File: src/rtl/ql_wiz_bus_ctrl_if.sv
// ---------------------------------------------------------------------------
// ql_wiz_bus_ctrl_if
// Bundle of QL expansion-bus and W5300-side signals handled by
// ql_wiz_bus_ctrl.
//   master : the QL bus / board side (drives address, strobes, wr_data, wizintl)
//   slave  : the controller (drives buffer control, DTACK, W5300 strobes, IRQ)
// Signals:
//   address, asl, dsl, rdwl, wr_data : QL bus request
//   wizintl                          : W5300 interrupts, active low
//   dbdir, dbenl, dtackl, dsmcl      : data buffer / bus handshake
//   wizcsl, wizrdl, wizwrl, wizrstl  : W5300 chip selects, strobes, resets
//   busy, irql                       : status and QL interrupt request
// ---------------------------------------------------------------------------
interface ql_wiz_bus_ctrl_if #(
    parameter int ADDR_WIDTH = 10,
    parameter int NUM_CH     = 2
);
    logic [ADDR_WIDTH-1:0] address;
    logic                  asl;
    logic                  dsl;
    logic                  rdwl;
    logic [NUM_CH-1:0]     wr_data;
    logic [NUM_CH-1:0]     wizintl;
    logic                  dbdir;
    logic                  dbenl;
    logic                  dtackl;
    logic                  dsmcl;
    logic [NUM_CH-1:0]     wizcsl;
    logic                  wizrdl;
    logic                  wizwrl;
    logic [NUM_CH-1:0]     wizrstl;
    logic                  busy;
    logic                  irql;

    modport master (
        output address, asl, dsl, rdwl, wr_data, wizintl,
        input  dbdir, dbenl, dtackl, dsmcl, wizcsl, wizrdl, wizwrl, wizrstl, busy, irql
    );

    modport slave (
        input  address, asl, dsl, rdwl, wr_data, wizintl,
        output dbdir, dbenl, dtackl, dsmcl, wizcsl, wizrdl, wizwrl, wizrstl, busy, irql
    );
endinterface

File: src/rtl/ql_wiz_bus_ctrl.sv
// ---------------------------------------------------------------------------
// ql_wiz_bus_ctrl
// QL expansion-bus controller for NUM_CH W5300 devices. Decodes a 16-byte card
// window at BASE_ADDR, drives per-channel chip selects and read/write strobes
// held for WAIT_CYCLES before returning DTACK, enforces RECOVER_CYCLES idle
// cycles between accesses, and generates counted per-channel reset pulses when
// RESET_OFFSET is written.
// Ports:
//   clk    : system clock
//   resetl : asynchronous active-low reset
//   bus    : ql_wiz_bus_ctrl_if.slave (bus request in, handshake/W5300 out)
// Optional feature macro: WIZ_IRQ_LATCH_EN
//   defined   - wizintl falling edges latch per-channel pending bits that drive
//               irql low; writing offset 4'hD with wr_data[n]=1 clears bit n.
//   undefined - wizintl ignored, irql tied high.
// ---------------------------------------------------------------------------
module ql_wiz_bus_ctrl #(
    parameter int                    ADDR_WIDTH     = 10,
    parameter logic [ADDR_WIDTH-1:0] BASE_ADDR      = 10'h310,
    parameter int                    NUM_CH         = 2,
    parameter int                    WAIT_CYCLES    = 3,
    parameter int                    RECOVER_CYCLES = 2,
    parameter int                    RESET_CYCLES   = 200,
    parameter logic [3:0]            RESET_OFFSET   = 4'hE
) (
    input  logic              clk,
    input  logic              resetl,
    ql_wiz_bus_ctrl_if.slave  bus
);

    localparam int RW = $clog2(RESET_CYCLES + 1);

    typedef enum logic [2:0] {
        ST_IDLE    = 3'd0,
        ST_SETUP   = 3'd1,
        ST_STROBE  = 3'd2,
        ST_ACK     = 3'd3,
        ST_RECOVER = 3'd4
    } state_t;

    logic                  asl_s1_r, asl_s2_r, dsl_s1_r, dsl_s2_r;
    logic [ADDR_WIDTH-1:0] addr_r;
    logic                  rdwl_r;
    state_t                state_r, state_s;
    logic [3:0]            wait_cnt_r, wait_cnt_s;
    logic [3:0]            offset_s;
    logic                  in_window_s, rst_write_s, rst_hit_s, active_s, strobe_s;
    logic [NUM_CH-1:0]     in_rst_s;
    logic [RW-1:0]         rst_cnt_r [NUM_CH];
    logic [RW-1:0]         rst_cnt_s [NUM_CH];
    logic [NUM_CH-1:0]     wizrstl_r;
    logic                  dbenl_r, dbenl_s, dtackl_r, dtackl_s, busy_r, busy_s;
    logic                  wizrdl_r, wizrdl_s, wizwrl_r, wizwrl_s;
    logic [NUM_CH-1:0]     wizcsl_r, wizcsl_s;

    // Motherboard decode inhibit and buffer direction follow the live bus.
    assign bus.dsmcl = !bus.asl && (bus.address[ADDR_WIDTH-1:4] == BASE_ADDR[ADDR_WIDTH-1:4]);
    assign bus.dbdir = bus.rdwl;

    // Strobe synchronisers; address/direction captured on the edge synced asl falls.
    always_ff @(posedge clk or negedge resetl) begin
        if (!resetl) begin
            asl_s1_r <= 1'b1;
            asl_s2_r <= 1'b1;
            dsl_s1_r <= 1'b1;
            dsl_s2_r <= 1'b1;
            addr_r   <= {ADDR_WIDTH{1'b0}};
            rdwl_r   <= 1'b1;
        end else begin
            asl_s1_r <= bus.asl;
            asl_s2_r <= asl_s1_r;
            dsl_s1_r <= bus.dsl;
            dsl_s2_r <= dsl_s1_r;
            if (asl_s2_r && !asl_s1_r) begin
                addr_r <= bus.address;
                rdwl_r <= bus.rdwl;
            end
        end
    end

    // Window decode of the captured address and per-channel reset status.
    always_comb begin
        offset_s    = addr_r[3:0];
        in_window_s = (addr_r[ADDR_WIDTH-1:4] == BASE_ADDR[ADDR_WIDTH-1:4]) && !asl_s2_r;
        rst_write_s = (offset_s == RESET_OFFSET) && !rdwl_r;
        rst_hit_s   = (state_r == ST_SETUP) && rst_write_s;
        for (int n = 0; n < NUM_CH; n++) begin
            in_rst_s[n] = (rst_cnt_r[n] != {RW{1'b0}});
        end
    end

    // FSM state and shared wait/recover counter registers.
    always_ff @(posedge clk or negedge resetl) begin
        if (!resetl) begin
            state_r    <= ST_IDLE;
            wait_cnt_r <= 4'd0;
        end else begin
            state_r    <= state_s;
            wait_cnt_r <= wait_cnt_s;
        end
    end

    // FSM next-state logic.
    always_comb begin
        state_s    = state_r;
        wait_cnt_s = wait_cnt_r;
        case (state_r)
            ST_IDLE: begin
                if (in_window_s && !dsl_s2_r) begin
                    state_s = ST_SETUP;
                end else begin
                    state_s = ST_IDLE;
                end
            end
            ST_SETUP: begin
                state_s    = ST_STROBE;
                wait_cnt_s = 4'(WAIT_CYCLES - 1);
            end
            ST_STROBE: begin
                if (wait_cnt_r == 4'd0) begin
                    state_s = ST_ACK;
                end else begin
                    wait_cnt_s = wait_cnt_r - 4'd1;
                end
            end
            ST_ACK: begin
                // Completion is governed only by dsl, even if asl already rose.
                if (dsl_s2_r) begin
                    if (RECOVER_CYCLES == 0) begin
                        state_s = ST_IDLE;
                    end else begin
                        state_s    = ST_RECOVER;
                        wait_cnt_s = 4'(RECOVER_CYCLES - 1);
                    end
                end else begin
                    state_s = ST_ACK;
                end
            end
            ST_RECOVER: begin
                if (wait_cnt_r == 4'd0) begin
                    state_s = ST_IDLE;
                end else begin
                    wait_cnt_s = wait_cnt_r - 4'd1;
                end
            end
            default: begin
                state_s = ST_IDLE;
            end
        endcase
    end

    // FSM output decode from the next state, so the registered outputs line up with the state.
    always_comb begin
        active_s = (state_s == ST_SETUP) || (state_s == ST_STROBE) || (state_s == ST_ACK);
        dbenl_s  = !active_s;
        dtackl_s = (state_s != ST_ACK);
        busy_s   = (state_s != ST_IDLE);
        strobe_s = ((state_s == ST_STROBE) || (state_s == ST_ACK)) && !rst_write_s;
        wizrdl_s = !(strobe_s && rdwl_r);
        wizwrl_s = !(strobe_s && !rdwl_r);
        if (!active_s) begin
            wizcsl_s = {NUM_CH{1'b1}};
        end else if (state_r == ST_IDLE) begin
            // Select decided once on entry; a channel in reset is never selected.
            for (int n = 0; n < NUM_CH; n++) begin
                wizcsl_s[n] = !((offset_s == 4'(n)) && !in_rst_s[n]);
            end
        end else begin
            wizcsl_s = wizcsl_r;
        end
    end

    // Registered handshake and W5300 strobe outputs.
    always_ff @(posedge clk or negedge resetl) begin
        if (!resetl) begin
            dbenl_r  <= 1'b1;
            dtackl_r <= 1'b1;
            busy_r   <= 1'b0;
            wizrdl_r <= 1'b1;
            wizwrl_r <= 1'b1;
            wizcsl_r <= {NUM_CH{1'b1}};
        end else begin
            dbenl_r  <= dbenl_s;
            dtackl_r <= dtackl_s;
            busy_r   <= busy_s;
            wizrdl_r <= wizrdl_s;
            wizwrl_r <= wizwrl_s;
            wizcsl_r <= wizcsl_s;
        end
    end

    // Per-channel reset counters: reload on a reset write, otherwise count down to zero.
    always_comb begin
        for (int n = 0; n < NUM_CH; n++) begin
            if (rst_hit_s && bus.wr_data[n]) begin
                rst_cnt_s[n] = RW'(RESET_CYCLES);
            end else if (in_rst_s[n]) begin
                rst_cnt_s[n] = rst_cnt_r[n] - {{(RW-1){1'b0}}, 1'b1};
            end else begin
                rst_cnt_s[n] = rst_cnt_r[n];
            end
        end
    end

    // Reset counter registers; the power-up pulse runs from the reset load value.
    always_ff @(posedge clk or negedge resetl) begin
        if (!resetl) begin
            for (int n = 0; n < NUM_CH; n++) begin
                rst_cnt_r[n] <= RW'(RESET_CYCLES);
            end
            wizrstl_r <= {NUM_CH{1'b0}};
        end else begin
            for (int n = 0; n < NUM_CH; n++) begin
                rst_cnt_r[n] <= rst_cnt_s[n];
                wizrstl_r[n] <= (rst_cnt_s[n] == {RW{1'b0}});
            end
        end
    end

    assign bus.dbenl   = dbenl_r;
    assign bus.dtackl  = dtackl_r;
    assign bus.busy    = busy_r;
    assign bus.wizrdl  = wizrdl_r;
    assign bus.wizwrl  = wizwrl_r;
    assign bus.wizcsl  = wizcsl_r;
    assign bus.wizrstl = wizrstl_r;

`ifdef WIZ_IRQ_LATCH_EN
    localparam logic [3:0] IRQ_CLR_OFFSET = 4'hD;

    logic [NUM_CH-1:0] int_s1_r, int_s2_r, int_d_r, pending_r, pending_s, irq_clr_s;
    logic              irql_r;

    // Pending latch: reset holds clear, a new falling edge beats a coincident clear.
    always_comb begin
        if ((state_r == ST_SETUP) && !rdwl_r && (offset_s == IRQ_CLR_OFFSET)) begin
            irq_clr_s = bus.wr_data;
        end else begin
            irq_clr_s = {NUM_CH{1'b0}};
        end
        for (int n = 0; n < NUM_CH; n++) begin
            if (in_rst_s[n]) begin
                pending_s[n] = 1'b0;
            end else if (int_d_r[n] && !int_s2_r[n]) begin
                pending_s[n] = 1'b1;
            end else if (irq_clr_s[n]) begin
                pending_s[n] = 1'b0;
            end else begin
                pending_s[n] = pending_r[n];
            end
        end
    end

    // Interrupt synchronisers, edge-detect delay, pending bits and irql register.
    always_ff @(posedge clk or negedge resetl) begin
        if (!resetl) begin
            int_s1_r  <= {NUM_CH{1'b1}};
            int_s2_r  <= {NUM_CH{1'b1}};
            int_d_r   <= {NUM_CH{1'b1}};
            pending_r <= {NUM_CH{1'b0}};
            irql_r    <= 1'b1;
        end else begin
            int_s1_r  <= bus.wizintl;
            int_s2_r  <= int_s1_r;
            int_d_r   <= int_s2_r;
            pending_r <= pending_s;
            irql_r    <= !(|pending_s);
        end
    end

    assign bus.irql = irql_r;
`else
    logic [NUM_CH-1:0] unused_wizintl_s;
    assign unused_wizintl_s = bus.wizintl;
    assign bus.irql         = 1'b1;
`endif

endmodule
File: src/flat_wrapper.sv
// flat-port wrapper written by rule: the top's interface ports become plain ports
module ql_wiz_bus_ctrl_flat 
#(
    parameter int                    ADDR_WIDTH     = 10,
    parameter logic [ADDR_WIDTH-1:0] BASE_ADDR      = 10'h310,
    parameter int                    NUM_CH         = 2,
    parameter int                    WAIT_CYCLES    = 3,
    parameter int                    RECOVER_CYCLES = 2,
    parameter int                    RESET_CYCLES   = 200,
    parameter logic [3:0]            RESET_OFFSET   = 4'hE
)
  (clk, resetl, bus_address, bus_asl, bus_dsl, bus_rdwl, bus_wr_data, bus_wizintl, bus_dbdir, bus_dbenl, bus_dtackl, bus_dsmcl, bus_wizcsl, bus_wizrdl, bus_wizwrl, bus_wizrstl, bus_busy, bus_irql);
  ql_wiz_bus_ctrl_if #(.ADDR_WIDTH(ADDR_WIDTH), .NUM_CH(NUM_CH)) bus_i ();
  input  logic clk;
  input  logic resetl;
  input wire logic [$bits(bus_i.address)-1:0] bus_address;
  input wire logic [$bits(bus_i.asl)-1:0] bus_asl;
  input wire logic [$bits(bus_i.dsl)-1:0] bus_dsl;
  input wire logic [$bits(bus_i.rdwl)-1:0] bus_rdwl;
  input wire logic [$bits(bus_i.wr_data)-1:0] bus_wr_data;
  input wire logic [$bits(bus_i.wizintl)-1:0] bus_wizintl;
  output wire logic [$bits(bus_i.dbdir)-1:0] bus_dbdir;
  output wire logic [$bits(bus_i.dbenl)-1:0] bus_dbenl;
  output wire logic [$bits(bus_i.dtackl)-1:0] bus_dtackl;
  output wire logic [$bits(bus_i.dsmcl)-1:0] bus_dsmcl;
  output wire logic [$bits(bus_i.wizcsl)-1:0] bus_wizcsl;
  output wire logic [$bits(bus_i.wizrdl)-1:0] bus_wizrdl;
  output wire logic [$bits(bus_i.wizwrl)-1:0] bus_wizwrl;
  output wire logic [$bits(bus_i.wizrstl)-1:0] bus_wizrstl;
  output wire logic [$bits(bus_i.busy)-1:0] bus_busy;
  output wire logic [$bits(bus_i.irql)-1:0] bus_irql;
  assign bus_i.address = bus_address;
  assign bus_i.asl = bus_asl;
  assign bus_i.dsl = bus_dsl;
  assign bus_i.rdwl = bus_rdwl;
  assign bus_i.wr_data = bus_wr_data;
  assign bus_i.wizintl = bus_wizintl;
  assign bus_dbdir = bus_i.dbdir;
  assign bus_dbenl = bus_i.dbenl;
  assign bus_dtackl = bus_i.dtackl;
  assign bus_dsmcl = bus_i.dsmcl;
  assign bus_wizcsl = bus_i.wizcsl;
  assign bus_wizrdl = bus_i.wizrdl;
  assign bus_wizwrl = bus_i.wizwrl;
  assign bus_wizrstl = bus_i.wizrstl;
  assign bus_busy = bus_i.busy;
  assign bus_irql = bus_i.irql;
  ql_wiz_bus_ctrl #(.ADDR_WIDTH(ADDR_WIDTH), .BASE_ADDR(BASE_ADDR), .NUM_CH(NUM_CH), .WAIT_CYCLES(WAIT_CYCLES), .RECOVER_CYCLES(RECOVER_CYCLES), .RESET_CYCLES(RESET_CYCLES), .RESET_OFFSET(RESET_OFFSET)) u_core (.clk(clk), .resetl(resetl), .bus(bus_i));
endmodule
File: config.mk
export PLATFORM = sky130hd
export DESIGN_NAME = ql_wiz_bus_ctrl_flat
export DESIGN_NICKNAME = d
export VERILOG_FILES = /design/src/rtl/ql_wiz_bus_ctrl_if.sv /design/src/rtl/ql_wiz_bus_ctrl.sv /design/src/flat_wrapper.sv
export SDC_FILE = /design/constraint.sdc
export NUM_CORES = 1
export LEC_CHECK = 0
export ABC_AREA = 1
export BUFFER_PORTS_ARGS = -buffer_cell sky130_fd_sc_hd__buf_2
export CAP_MARGIN = 15
export CORE_MARGIN = 2
export CORE_UTILIZATION = 52
export CTS_BUF_LIST = sky130_fd_sc_hd__clkbuf_16
export DETAILED_ROUTE_END_ITERATION = 12
export PLACE_DENSITY = 0.74
export SETUP_SLACK_MARGIN = 0.02
export SLEW_MARGIN = 20
export SYNTH_ARGS = -nofsm -noshare
export SYNTH_HDL_FRONTEND = slang
export SYNTH_SLANG_ARGS = --single-unit
File: constraint.sdc
create_clock -name clk -period 1.5 [get_ports clk]
set_clock_uncertainty 0.2 [all_clocks]
set_input_delay 0.3 -clock clk [delete_from_list [all_inputs] [get_ports clk]]
set_output_delay 0.3 -clock clk [all_outputs]
set_load 0.05 [all_outputs]
==> summary.md <==
| Metric | Value |
|---|---|
| Status | `finished, violations left` |
| Failing checks | `setup timing` |
| Vias in the first global route | `around 2100` |
| Mapped Cells | `302` |
| Max clock buf depth | `2` |
| CTS sink cnt | `47` |
| Area fraction of the dominant cell type after synthesis | `0.301` |
| TritonCTS buffer count | `5` |
| Routability Congestion | `between 0.8 and 0.9` |
| Critical Path Source Type | `flip-flop` |
| Maxcap violations | `0` |
| Tmin final | `about 1700 ps` |
| Sw Pwr | `between 2000 and 3000 uW` |
| Hold endpoint | `u_core.addr_r[3]` |
| Critical path class | `reg -> reg` |
| Core Rows | `25` |
| Core area | `4660 sq um` |
| Post-synth top cells | `nand2_1 (71), inv_1 (39), dfrtp_1 (30), nand3_1 (30), nor2_1 (25)` |
| Power per cell area | `1910 nW/um^2` |
| Fmax achieved | `between 600 and 700 MHz` |
| Initial antenna violation count | `0` |
| Ys Warns | `0` |
| Peak supply drop | `~0.0014 V` |
| Layout area overhead | `48.1%` |
| Synthesized Nets | `327` |
| Via density per instance | `between 5 and 6` |
| Drc violations | `0` |
| Final Max Slew Viols | `0` |
| Drt first pass iters | `4` |
| Global-route wire length before repair | `about 9300 um` |
| Layout Cells excl Fill | `about 440` |
| Design Area, Final | `~3700 sq um` |
| #FFs+latches synth | `47` |
| Ys flop type | `dfrtp_1` |
| Largest cells by area after synthesis | `dfrtp_1 (30%), dfstp_2 (18%), nand2_1 (11%)` |
| Hold crit path type | `in -> reg` |
| Congestion Overflow GR | `0` |
| Avg WL per Cell | `13.6 um` |
| Die Y | `roughly 73 um` |
| Boundary Pins | `31` |
| Clk pwr share | `0.175` |
| Cell internal pwr | `~4200 uW` |
| Tot GR Track Use | `0.228` |
| Leakage | `roughly 0.0019 uW` |
| Internal reg-to-reg setup slack | `-150 ps` |
| Worst path bufs/invs | `2` |
| Reg2reg start | `u_core.state_r[1]` |
| Final antenna-violating net count | `0` |
| Final worst-path cycle share | `1.10` |
| Critical path required time | `between 1500 and 2000 ps` |
| Post-DP Area | `just over 3000 sq um` |
| Reg2Reg Depth | `9` |
| Crit-path slowest cell | `dfrtp_2` |
| Syn avg cell area | `between 8 and 9 sq um` |
| Area of the mapped netlist | `approximately 2500 sq um` |
| Number of distinct library cells after synthesis | `33` |
| H-tree Lvls | `2` |
| Cell with the most instances after synthesis | `nand2_1` |
| Setup WS post-layout | `-153 ps` |
| Worst skew pair latency | `280 ps` |
| Setup TNS | `-408 ps` |
| DR iter-0 viols | `around 170` |
| Die X | `73.2 um` |
| Endpoints failing setup | `7` |
| Utilization after layout | `0.792` |
| Clk slew on worst S/H paths | `about 60 ps` |
| Leading area contributor after synthesis | `dfrtp_1` |
| Via count | `around 2300` |
| Sw frac | `0.405` |
| N_diodes | `0` |
| CP Max Fanout | `6` |
| Post-synthesis sequential area ratio | `0.481` |
| Crit path max-delay family | `simple AND/OR/NAND/NOR gates` |
| Hold Crit Depth | `2` |
| WL final | `6030 um` |
| DP Cell Count | `about 430` |
| Worst Path Arrival | `~1700 ps` |
| Min-delay src | `bus_address[3]` |
| Final hold viol count | `0` |
| Initial core utilization | `0.534` |
| Worst R2R End | `u_core.bus.wizrstl[0]` |
| Post-synth EDFFs | `0` |
| Die ar. | `5360 sq um` |
| Worst setup EP type | `flip-flop` |
| CTS tree | `yes` |
| Combinational power share | `0.528` |
| RSZ-0062 raised after global routing | `true` |
| Total Nets Final | `414` |
| Hpwl dp | `about 3700 um` |
| Part of the power in registers | `0.298` |
| Critical Path Max Stage Delay | `470 ps` |
| Clk root buf | `clkbuf_16` |
| Share of layout cells above drive strength 1 | `0.521` |
| Ys async rst share | `1.00` |
| Pin count of the biggest net entering global routing | `48` |
| Port Buffer Count | `27` |
| Worst-path cell chain | `inv_4 -> nand3_2 -> inv_4 -> nand3_4 -> nand2_2 -> nor2_2 -> nor2_1 -> nand2_1 -> nor2_1` |
==> through the flow <==
step / hold slack, ps / setup WS [ps] / power (uW)
finish: 53.3 / -153 / 7050
global route: 55.3 / -241 / 7520
CTS: 52.1 / -78.1 / 6540
detailed placement: 100 / -112 / 4950
global placement: 101 / -62.2 / 4830
floorplan: -196 / -28.5 / 3820
==> layout make-up <==
type                            count  area [sq um]
Clock buffer                        5           125
Clock inverter                      3          38.8
Fill cell                         285           971
Inverter                           54           215
Multi-Input combinational cell    198          1360
Sequential cell                    47          1200
Tap cell                           54          67.6
Timing Repair Buffer               83           679
==> logic make-up after synthesis <==
kind of cell | after synthesis | share of synthesized area
xor+xnor | 3 | 0.0105
other cells | 1 | 0.00151
flops | 47 | 0.481
mux | 4 | 0.0181
fa+ha+maj | 6 | 0.0301
compound gates | 24 | 0.0522
buf+inv | 57 | 0.0899
simple gates | 160 | 0.317
==> power by group through the flow <==
stage | Combinational [uW] | Clock, uW | Sequential, uW
after floorplan | 1590 | 0 | 2230
after global placement | 2830 | 0 | 2010
after detailed placement | 2930 | 0 | 2020
after CTS | 3250 | 1260 | 2030
after global routing | 4060 | 1320 | 2140
final | 3720 | 1230 | 2100
==> what timing repair did <==
action,CTS,global route
pin swaps,17,24
setup buffers,3,7
setup endpoints to repair,20,35
hold buffers,3,0
endpoints found under the hold margin,32,0
gates resized for setup,49,53
==> registers in the layout (all words and copies together), names as in the netlist, 2 cells and up <==
| name | count |
|---|---|
| u_core.rst_cnt_r | 16 |
| u_core.addr_r | 10 |
| u_core.wait_cnt_r | 4 |
| u_core.state_r | 3 |
| u_core.bus.wizcsl | 2 |
| u_core.bus.wizrstl | 2 |
==> worst max path at each step <==
stage / start / to / slack (ps) / cells after the start
2_1_floorplan: bus_address[6] / bus_dsmcl / -30 / 3
3_3_place_gp: u_core.rst_cnt_r[9] / u_core.bus.wizrstl[0] / -60 / 11
3_5_place_dp: u_core.rst_cnt_r[8] / u_core.bus.wizrstl[0] / -110 / 10
4_1_cts: u_core.rst_cnt_r[8] / u_core.bus.wizrstl[0] / -80 / 11
5_1_grt: u_core.rst_cnt_r[2] / u_core.bus.wizrstl[1] / -240 / 9
6_report: u_core.state_r[1] / u_core.bus.wizrstl[0] / -150 / 9
==> layout by cell type, fill, tap and decap left out, drive strengths merged, types with 4 or more instances in the layout <==
cell type / instances
buf: 80
nand2: 77
inv: 54
nor2: 36
nand3: 33
dfrtp: 30
o21ai: 18
dfstp: 17
nand4: 7
ha: 6
clkbuf: 5
mux2: 4
==> per-layer routing <==
metal	track usage	vias up	routed length, um
met5	0	-	0
met2	0.378	54	3220
met1	0.297	1103	2490
met3	0.0456	6	269
met4	0.0782	0	53
li1	-	1121	-
Note: power is estimated with default switching activity, not from simulation.
